`src/rtl/tx_dma_scheduler.sv`:
```
`default_nettype none
// ============================================================================
// Module : tx_dma_scheduler
// Brief  : Round-robin descriptor scheduler feeding a single TX SRAM engine.
// Rev    : 1.0  initial release
// ============================================================================
module tx_dma_scheduler #(
    parameter int NREQ         = 4,
    parameter int BUSY_TIMEOUT = 16
) (
    input  logic                 clk,
    input  logic                 reset,
    input  logic                 sched_en,
    input  logic [NREQ-1:0]      req_valid,
    input  logic [NREQ*32-1:0]   req_base,
    input  logic [NREQ*32-1:0]   req_size,
    output logic [NREQ-1:0]      req_ready,
    output logic [NREQ-1:0]      req_done,
    output logic [NREQ-1:0]      req_err,
    output logic                 eng_start_tx,
    output logic [31:0]          eng_base,
    output logic [31:0]          eng_size,
    input  logic                 eng_tx_ready,
    output logic                 busy,
    output logic [2:0]           grant_id
);

    localparam int               c_CW       = $clog2(BUSY_TIMEOUT + 1);
    localparam logic [c_CW-1:0]  c_CNT_LAST = c_CW'(BUSY_TIMEOUT - 1);

    typedef enum logic [1:0] {
        S_IDLE      = 2'd0,
        S_START     = 2'd1,
        S_WAIT_BUSY = 2'd2,
        S_WAIT_DONE = 2'd3
    } state_t;

    state_t            r_state;
    logic [NREQ-1:0]   r_pend;
    logic [31:0]       r_base_q [NREQ];
    logic [31:0]       r_size_q [NREQ];
    logic [2:0]        r_rr_ptr;
    logic [c_CW-1:0]   r_cnt;
    logic [NREQ-1:0]   r_done;
    logic [NREQ-1:0]   r_err;
    logic              r_eng_start;
    logic [31:0]       r_eng_base;
    logic [31:0]       r_eng_size;
    logic              r_busy;
    logic [2:0]        r_grant_id;

    logic [NREQ-1:0]   w_capture;
    logic              w_hi_found;
    logic [2:0]        w_hi_idx;
    logic [2:0]        w_lo_idx;
    logic [2:0]        w_sel;
    logic [31:0]       w_sel_base;
    logic [31:0]       w_sel_size;
    logic              w_grant_go;
    logic              w_fin;
    logic              w_fin_err;
    logic [2:0]        w_fin_idx;
    logic [2:0]        w_fin_next;
    logic [NREQ-1:0]   w_done_vec;
    logic [NREQ-1:0]   w_err_vec;

    assign w_capture = req_valid & ~r_pend;
    assign w_grant_go = (r_state == S_IDLE) && sched_en && eng_tx_ready && (|r_pend);

    // First pending slot at or above rr_ptr wins; otherwise wrap to the lowest pending slot.
    always_comb begin
        w_hi_found = 1'b0;
        w_hi_idx   = 3'd0;
        w_lo_idx   = 3'd0;
        for (int j = NREQ - 1; j >= 0; j--) begin
            if (r_pend[j]) begin
                w_lo_idx = 3'(j);
                if (3'(j) >= r_rr_ptr) begin
                    w_hi_found = 1'b1;
                    w_hi_idx   = 3'(j);
                end
            end
        end
        w_sel      = w_hi_found ? w_hi_idx : w_lo_idx;
        w_sel_base = 32'd0;
        w_sel_size = 32'd0;
        for (int j = 0; j < NREQ; j++) begin
            if (3'(j) == w_sel) begin
                w_sel_base = r_base_q[j];
                w_sel_size = r_size_q[j];
            end
        end
    end

    always_comb begin
        w_fin     = 1'b0;
        w_fin_err = 1'b0;
        w_fin_idx = r_grant_id;
        case (r_state)
            S_IDLE: begin
                if (w_grant_go && (w_sel_size == 32'd0)) begin
                    w_fin     = 1'b1;
                    w_fin_idx = w_sel;
                end
            end
            S_WAIT_BUSY: begin
                if (eng_tx_ready && (r_cnt == c_CNT_LAST)) begin
                    w_fin     = 1'b1;
                    w_fin_err = 1'b1;
                end
            end
            S_WAIT_DONE: begin
                if (eng_tx_ready) begin
                    w_fin = 1'b1;
                end
            end
            default: ;
        endcase
        w_done_vec = '0;
        for (int j = 0; j < NREQ; j++) begin
            if (w_fin && (3'(j) == w_fin_idx)) begin
                w_done_vec[j] = 1'b1;
            end
        end
        w_err_vec  = w_fin_err ? w_done_vec : '0;
        w_fin_next = (w_fin_idx == 3'(NREQ - 1)) ? 3'd0 : w_fin_idx + 3'd1;
    end

    // A slot cannot be refilled on its completion edge: capture is gated by the old pend.
    always_ff @(posedge clk) begin
        if (reset) begin
            r_pend <= '0;
            for (int j = 0; j < NREQ; j++) begin
                r_base_q[j] <= 32'd0;
                r_size_q[j] <= 32'd0;
            end
        end else begin
            r_pend <= (r_pend & ~w_done_vec) | w_capture;
            for (int j = 0; j < NREQ; j++) begin
                if (w_capture[j]) begin
                    r_base_q[j] <= req_base[32*j +: 32];
                    r_size_q[j] <= req_size[32*j +: 32];
                end
            end
        end
    end

    always_ff @(posedge clk) begin
        if (reset) begin
            r_state     <= S_IDLE;
            r_rr_ptr    <= 3'd0;
            r_cnt       <= '0;
            r_done      <= '0;
            r_err       <= '0;
            r_eng_start <= 1'b0;
            r_eng_base  <= 32'd0;
            r_eng_size  <= 32'd0;
            r_busy      <= 1'b0;
            r_grant_id  <= 3'd0;
        end else begin
            r_done <= w_done_vec;
            r_err  <= w_err_vec;
            if (w_fin) begin
                r_rr_ptr <= w_fin_next;
            end
            case (r_state)
                S_IDLE: begin
                    if (w_grant_go) begin
                        r_grant_id <= w_sel;
                        if (w_sel_size != 32'd0) begin
                            r_eng_base  <= w_sel_base;
                            r_eng_size  <= w_sel_size;
                            r_eng_start <= 1'b1;
                            r_busy      <= 1'b1;
                            r_state     <= S_START;
                        end
                    end
                end
                S_START: begin
                    r_eng_start <= 1'b0;
                    r_cnt       <= '0;
                    r_state     <= S_WAIT_BUSY;
                end
                S_WAIT_BUSY: begin
                    if (!eng_tx_ready) begin
                        r_state <= S_WAIT_DONE;
                    end else if (r_cnt == c_CNT_LAST) begin
                        r_busy  <= 1'b0;
                        r_state <= S_IDLE;
                    end else begin
                        r_cnt <= r_cnt + c_CW'(1);
                    end
                end
                S_WAIT_DONE: begin
                    if (eng_tx_ready) begin
                        r_busy  <= 1'b0;
                        r_state <= S_IDLE;
                    end
                end
                default: begin
                    r_busy  <= 1'b0;
                    r_state <= S_IDLE;
                end
            endcase
        end
    end

    assign req_ready    = ~r_pend;
    assign req_done     = r_done;
    assign req_err      = r_err;
    assign eng_start_tx = r_eng_start;
    assign eng_base     = r_eng_base;
    assign eng_size     = r_eng_size;
    assign busy         = r_busy;
    assign grant_id     = r_grant_id;

endmodule
`default_nettype wire

```
`config.mk`:
```
export PLATFORM = sky130hd
export DESIGN_NAME = tx_dma_scheduler
export DESIGN_NICKNAME = d
export VERILOG_FILES = /design/src/rtl/tx_dma_scheduler.sv
export SDC_FILE = /design/constraint.sdc
export NUM_CORES = 1
export LEC_CHECK = 0
export CORE_ASPECT_RATIO = 1.25
export CORE_MARGIN = 4
export CORE_UTILIZATION = 28
export DETAILED_ROUTE_END_ITERATION = 10
export GPL_ROUTABILITY_DRIVEN = 0
export REMOVE_ABC_BUFFERS = 1
export SLEW_MARGIN = 0
export SYNTH_ARGS = -nofsm -noshare
export SYNTH_HDL_FRONTEND = slang
export SYNTH_SLANG_ARGS = --single-unit
```
`constraint.sdc`:
```
create_clock -name clk -period 4.7 [get_ports clk]
set_input_delay 0.47 -clock clk [delete_from_list [all_inputs] [get_ports clk]]
set_output_delay 0.47 -clock clk [all_outputs]
set_load 0.05 [all_outputs]
```
# After elaboration in Yosys (flattened, before gate mapping)

Memory sizes are Yosys's and may differ from the RTL's.
Index checks and enable logic that the tools add are counted.

Flip-flop bits (word level): 91
RAM bits: 256
Bits of input ports: 264
Output and inout port bits: 81
Logic and storage cells: 155
Memories: 2

Memories:

| name     | depth | bits a word | read ports | clocked after memory_dff | wr ports | RTL line | text |
|---|---|---|---|---|---|---|---|
| r_base_q | 4     | 32          | 4          | 0                        | 4        | 40       | `logic [31:0] r_base_q [NREQ];` |
| r_size_q | 4     | 32          | 4          | 0                        | 4        | 41       | `logic [31:0] r_size_q [NREQ];` |

Add/subtract/negate cells: 2
$lt $le $gt $ge: 4
Equality and inequality tests: 18
Multiplexer cells: 79
Bitwise logic cells: 14
Reduce and logical (&&, ||, !) cells: 25

Operators with widths:

| cell                                                                                | number |
|---|---|
| 32-bit two-way mux                                                                  | 16 |
| 3-bit two-way mux                                                                   | 13 |
| 1-bit two-way mux                                                                   | 35 |
| 32-bit zero test                                                                    | 1 |
| 32-bit nonzero test                                                                 | 1 |
| 2-bit two-way mux                                                                   | 8 |
| 2-bit by 3-bit == test with 1-bit output (first input constant)                     | 4 |
| 5-bit two-way mux                                                                   | 2 |
| 2-bit != test (second input constant)                                               | 5 |
| 5-bit case mux with 2 select lines                                                  | 1 |
| 1-bit logical AND                                                                   | 9 |
| 3-bit AND reduction                                                                 | 3 |
| 4-bit AND                                                                           | 2 |
| 4-bit inverter                                                                      | 2 |
| 1-bit OR                                                                            | 8 |
| 2-bit case mux with 4 select lines                                                  | 1 |
| 1-bit by 3-bit == test with 1-bit output (first input constant)                     | 2 |
| 1-bit by 3-bit greater-or-equal comparator with 1-bit output (first input constant) | 2 |
| 2-bit by 3-bit greater-or-equal comparator with 1-bit output (first input constant) | 2 |
| 3-bit zero test                                                                     | 2 |
| 1-bit case mux with 3 select lines                                                  | 2 |
| 6-bit AND reduction                                                                 | 1 |
| 5-bit by 1-bit adder with 5-bit output (second input constant)                      | 1 |
| 5-bit by 4-bit == test with 1-bit output (second input constant)                    | 1 |
| 16 further kinds                                                                    | 18 |

# Logic depth before layout (Yosys ltp)

Word-level depth: 25
Mapped depth: 15
Depth with buffers taken out: 13

# Worst setup path after synthesis

No wires, ideal clock.

Path type: reg2reg
Start point: register r_pend[0]
End point: register r_pend[1]
Library setup time: 116 ps
Data arrival time: 3,566 ps
Data required time: 4,584 ps
Setup slack: 1,018 ps
Cell stages (with the launch flop): 16
Buffers on the path: 2
Period minus slack after synthesis: 3,682 ps
Cell sequence: dfxtp_1 > inv_1 > o22ai_1 > a211o_1 > buf_2 > buf_1 > a211oi_1 > o22ai_1 > or4_4 > or4_4 > nor3_1 > a21oi_1 > inv_1 > ha_1 > nand2_1 > a31o_2

Cells in the longest elaborated chain, start to end: 17
Elaborated cells on any way between the ends: 26
Classes of those cells: eq/ne: 4; mux: 13; bitwise: 3; reduce/logical: 6

RTL lines:

| what                                                   | RTL line | text |
|---|---|---|
| from (decl)                                            | 39       | `logic [NREQ-1:0] r_pend;` |
| from (signal assigned)                                 | 138      | `r_pend <= (r_pend & ~w_done_vec) \| w_capture;` |
| 3-bit two-way mux or 1-bit two-way mux (tied branches) | 76       | `if (r_pend[j]) begin` |
| 3-bit two-way mux                                      | 84       | `w_sel = w_hi_found ? w_hi_idx : w_lo_idx;` |
| 3-bit zero test                                        | 88       | `if (3'(j) == w_sel) begin` |
| 32-bit two-way mux (4 in series)                       | 88       |  |
| 32-bit zero test                                       | 101      | `if (w_grant_go && (w_sel_size == 32'd0)) begin` |
| 1-bit logical AND                                      | 101      |  |
| 3-bit two-way mux                                      | 101      |  |
| 3-bit two-way mux                                      | 99       | `case (r_state)` |
| 1-bit by 3-bit == test with 1-bit output               | 121      | `if (w_fin && (3'(j) == w_fin_idx)) begin` |
| 1-bit logical AND *                                    | 121      |  |
| 1-bit two-way mux *                                    | 121      |  |
| 4-bit inverter *                                       | 138      |  |
| 4-bit AND *                                            | 138      |  |
| 4-bit OR *                                             | 138      |  |

Every way passes the cells marked *; elsewhere a longest branch is shown, timed or not.
A chain may end at the register's enable or synchronous reset.

# Final worst setup path

Start point: register r_rr_ptr[1]
End point: register r_pend[1]

Cells in the longest elaborated chain, start to end: 25
Elaborated cells on any way between the ends: 41
Classes of those cells: order compare: 4; eq/ne: 4; mux: 26; bitwise: 3; reduce/logical: 4

RTL lines:

| what                                                         | RTL line | text |
|---|---|---|
| from (decl)                                                  | 42       | `logic [2:0] r_rr_ptr;` |
| from (signal assigned)                                       | 164      | `r_rr_ptr <= w_fin_next;` |
| 2-bit by 3-bit greater-or-equal comparator with 1-bit output | 78       | `if (3'(j) >= r_rr_ptr) begin` |
| 2-bit two-way mux or 1-bit two-way mux (tied branches)       | 78       |  |
| 2-bit two-way mux or 1-bit two-way mux (tied branches)       | 76       |  |
| 3-bit two-way mux or 1-bit two-way mux (tied branches)       | 78       |  |
| 3-bit two-way mux or 1-bit two-way mux (tied branches)       | 76       |  |
| 3-bit two-way mux or 1-bit two-way mux (tied branches)       | 78       |  |
| 3-bit two-way mux or 1-bit two-way mux (tied branches)       | 76       |  |
| 3-bit two-way mux or 1-bit two-way mux (tied branches)       | 78       |  |
| [9 not listed]                                               | n/a      |  |
| 3-bit two-way mux                                            | 101      |  |
| 3-bit two-way mux                                            | 99       |  |
| 1-bit by 3-bit == test with 1-bit output                     | 121      |  |
| 1-bit logical AND *                                          | 121      |  |
| 1-bit two-way mux *                                          | 121      |  |
| 4-bit inverter *                                             | 138      |  |
| 4-bit AND *                                                  | 138      |  |
| 4-bit OR *                                                   | 138      |  |

Marked as above.

==> results.md <==
- Critical Path AT: 4580 ps
- FF+latch count, synth: 345
- Max_cap viols: 0
- Die Span X: 216.5 microns
- Cells after Synth: 1401
- Root Driver: clkbuf_16
- P per Cell Area: 409.4 mW/mm^2
- Slowest CP cell: or4_4
- Post-Syn Area: 0.01522 sq mm
- Worst-path maximum fanout: 40
- Post-synth top area cell: edfxtp_1
- Total Neg Setup Slack: 0 ps
- Worst Setup End Kind: register
- Starting DRC count in detailed routing: 728
- Post-CTS Resized: 0
- Die Span Y: 268.6 microns
- Most used DFF post-synth: edfxtp_1
- Clock latency on the worst-skew pair: 540 ps
- Register area share after synthesis: 62.23%
- Clock H-tree levels: 2
- Global route overflow: 0
- DP HPWL: 33220 microns
- Post-DRT Antenna Nets: 0
- Top cells by count, synth: 259 x and2_1, 256 x edfxtp_1, 180 x nand2_1, 100 x nand3_1, 89 x dfxtp_1
- Post-CTS Hold Fix Bufs: 0
- Critical Path Max Stage Delay: 610 ps
- Tcrit/Tclk final: 88.43%
- Critical-path cell list: and2_1, o221ai_4, nand2_4, buf_12, a211oi_1, o22ai_1, or4_4, or4_4, nor3_1, a21oi_1, inv_1, ha_1, nand2_1, a31o_2
- Post-CTS Repair Setup Buffers: 0
- WL final: 50870 microns
- Post-synth top area share: 50.52%
- Syn Area/Cell: 10.86 sq um
- Worst vdd ir: 0.0002063 V
- Top post-synthesis cells by area: edfxtp_1 51%, dfxtp_1 12%, and2_1 11%, nand2_1 4.4%, nand3_1 3.3%
- Drt first pass iters: 7
- Synth-to-Final Area Change: 35.94%
- I/O pin count: 345
- Max frequency: 240.6 MHz
- Crit start category: register
- Clock sink count: 345
- Min-delay worst type: in2reg
- Core area: 0.05373 sq mm
- RSZ-0062 raised after global routing: no
- Asr flop ratio synth: 0%
- GRT Total Usage: 16.75%
- Via-to-Cell Ratio: 4.729
- Post-synth EDFFs: 256
- Tmin final: 4156 ps
- Buffers on Ports: 343
- Critical Path Most Common Cell: or4_4
- Initial antenna violation count: 12
- Max Clock Skew: 15.45 ps
- Die Area: 0.05816 sq mm
- WL/cell: 20.68 microns
- LEAKAGE: 7.723 nW
- Worst-Margin Slew: 1170 ps
- Via count: 11.63k
- CTS buffer count: 37
- First-pass GRT wire length: 73640 microns
- Post-layout net count: 1971
- CP Class: reg2reg
- Final Hold Viols: 0
- CTS max path bufs: 3
- Cell area after layout: 0.02068 sq mm
- # DRC: 0
- # rows: 95
- Clock slew at reported path FFs: 60 ps
- Count leader, synth: and2_1
- Final setup fails: 0
- CTS tree: built
- Rel. slew slack: 22.02%
- Worst EP required: 5130 ps
- Status: complete, no violations
- Largest net degree at the start of global routing: 66
- Share of layout cells above drive strength 1: 6.384%
- Starting Density: 28.32%
- Synth warn: 0
- Placed Area: 0.01941 sq mm
- Max-slew violations: 0
- Vias in the first global route: 11.86k
- Post-synthesis cell type count: 46
## metal layers
metal	share of wire, %	up-vias	global-route usage, %
met5	0.077	-	0
met1	41	5612	20.44
met2	51	397	29.73
met4	2.9	6	5.849
li1	-	5536	-
met3	5.8	83	3.201
## registers in the layout, summed over array words and instances (netlist names), 4 cells and up
register / flops
eng_base: 32
eng_size: 32
r_base_q: 128
r_cnt: 5
r_pend: 4
r_size_q: 128
req_done: 4
req_err: 4
## cell families after synthesis
group | count (synthesis) | share of synthesized area (%)
xor gates and xnor gates | 2 | 0.1151
and+or+nand+nor | 679 | 23.66
adders and majority gates | 11 | 0.9045
AOI/OAI and AO/OA | 241 | 9.695
DFF | 345 | 62.23
buffers and inverters | 120 | 3.240
muxes | 2 | 0.1316
other | 1 | 0.02465
## cells in the final DEF, fill, tap and decap left out, types with 8 or more instances in the layout
cell | Yosys | layout
a211oi_1 | 65 | 64
a21oi_1 | 73 | 73
and2_1 | 259 | 258
and3_1 | 69 | 69
buf_4 | 2 | 19
clkbuf_1 | 82 | 8
clkbuf_16 | 0 | 39
clkdlybuf4s50_1 | 0 | 342
dfxtp_1 | 89 | 89
diode_2 | 0 | 10
edfxtp_1 | 256 | 256
ha_1 | 11 | 11
inv_1 | 11 | 10
nand2_1 | 180 | 175
nand3_1 | 100 | 100
nor2_1 | 46 | 41
o21ai_0 | 66 | 66
o22ai_1 | 17 | 17
## final cells by class
cell class,instances,area [sq um]
clock buffer,48,1020
timing repair buffer,364,3626
tap,727,909.6
sequential,345,9469
inverter,12,45.04
multi-input combinational,936,5364
fill,5315,33040
clock inverter,18,226.5
antenna,10,25.02
## per-stage QoR
stage | cells | worst slack (ps) | power [W] | hold slack, ps | util, %
after floorplan | 1293 | -3414 | 0.004697 | 459.1 | -
after global placement | 2384 | 597.5 | 0.005504 | 461.5 | 36.13
after detailed placement | 2384 | 539.7 | 0.005525 | 469.3 | 36.13
after CTS | 2450 | 516.5 | 0.008579 | 343.7 | 38.45
after global routing | 2457 | 249.0 | 0.008848 | 374.7 | 38.49
final | 2460 | 543.8 | 0.008469 | 372.9 | 38.50
## path summary, 6_finish.rpt
| kind | startpoint | end | slack [ps] | cells after the start |
|---|---|---|---|---|
| hold reg to reg | eng_size[8] | eng_size[8] | 480 | 2 |
| setup reg to reg | r_rr_ptr[1] | r_pend[1] | 540 | 14 |
| hold / removal | reset | eng_size[18] | 370 | 2 |
| setup / recovery | r_rr_ptr[1] | r_pend[1] | 540 | 14 |
## power by group
part | switching, W | leakage [nW] | internal [W]
Combinational | 0.00111 | 3.63 | 0.000648
Clock | 0.00122 | 0.602 | 0.00181
Sequential | 0.000108 | 3.49 | 0.00357
Total | 0.00244 | 7.72 | 0.00603
## worst max-delay path, delay by kind of cell (launching register included)
family	cells	cell delay (ps)
flops	1	380
compound gates	5	1090
buf+inv	2	410
fa+ha+maj	1	190
simple gates	6	1950
Power figures use the tool's default switching activity.
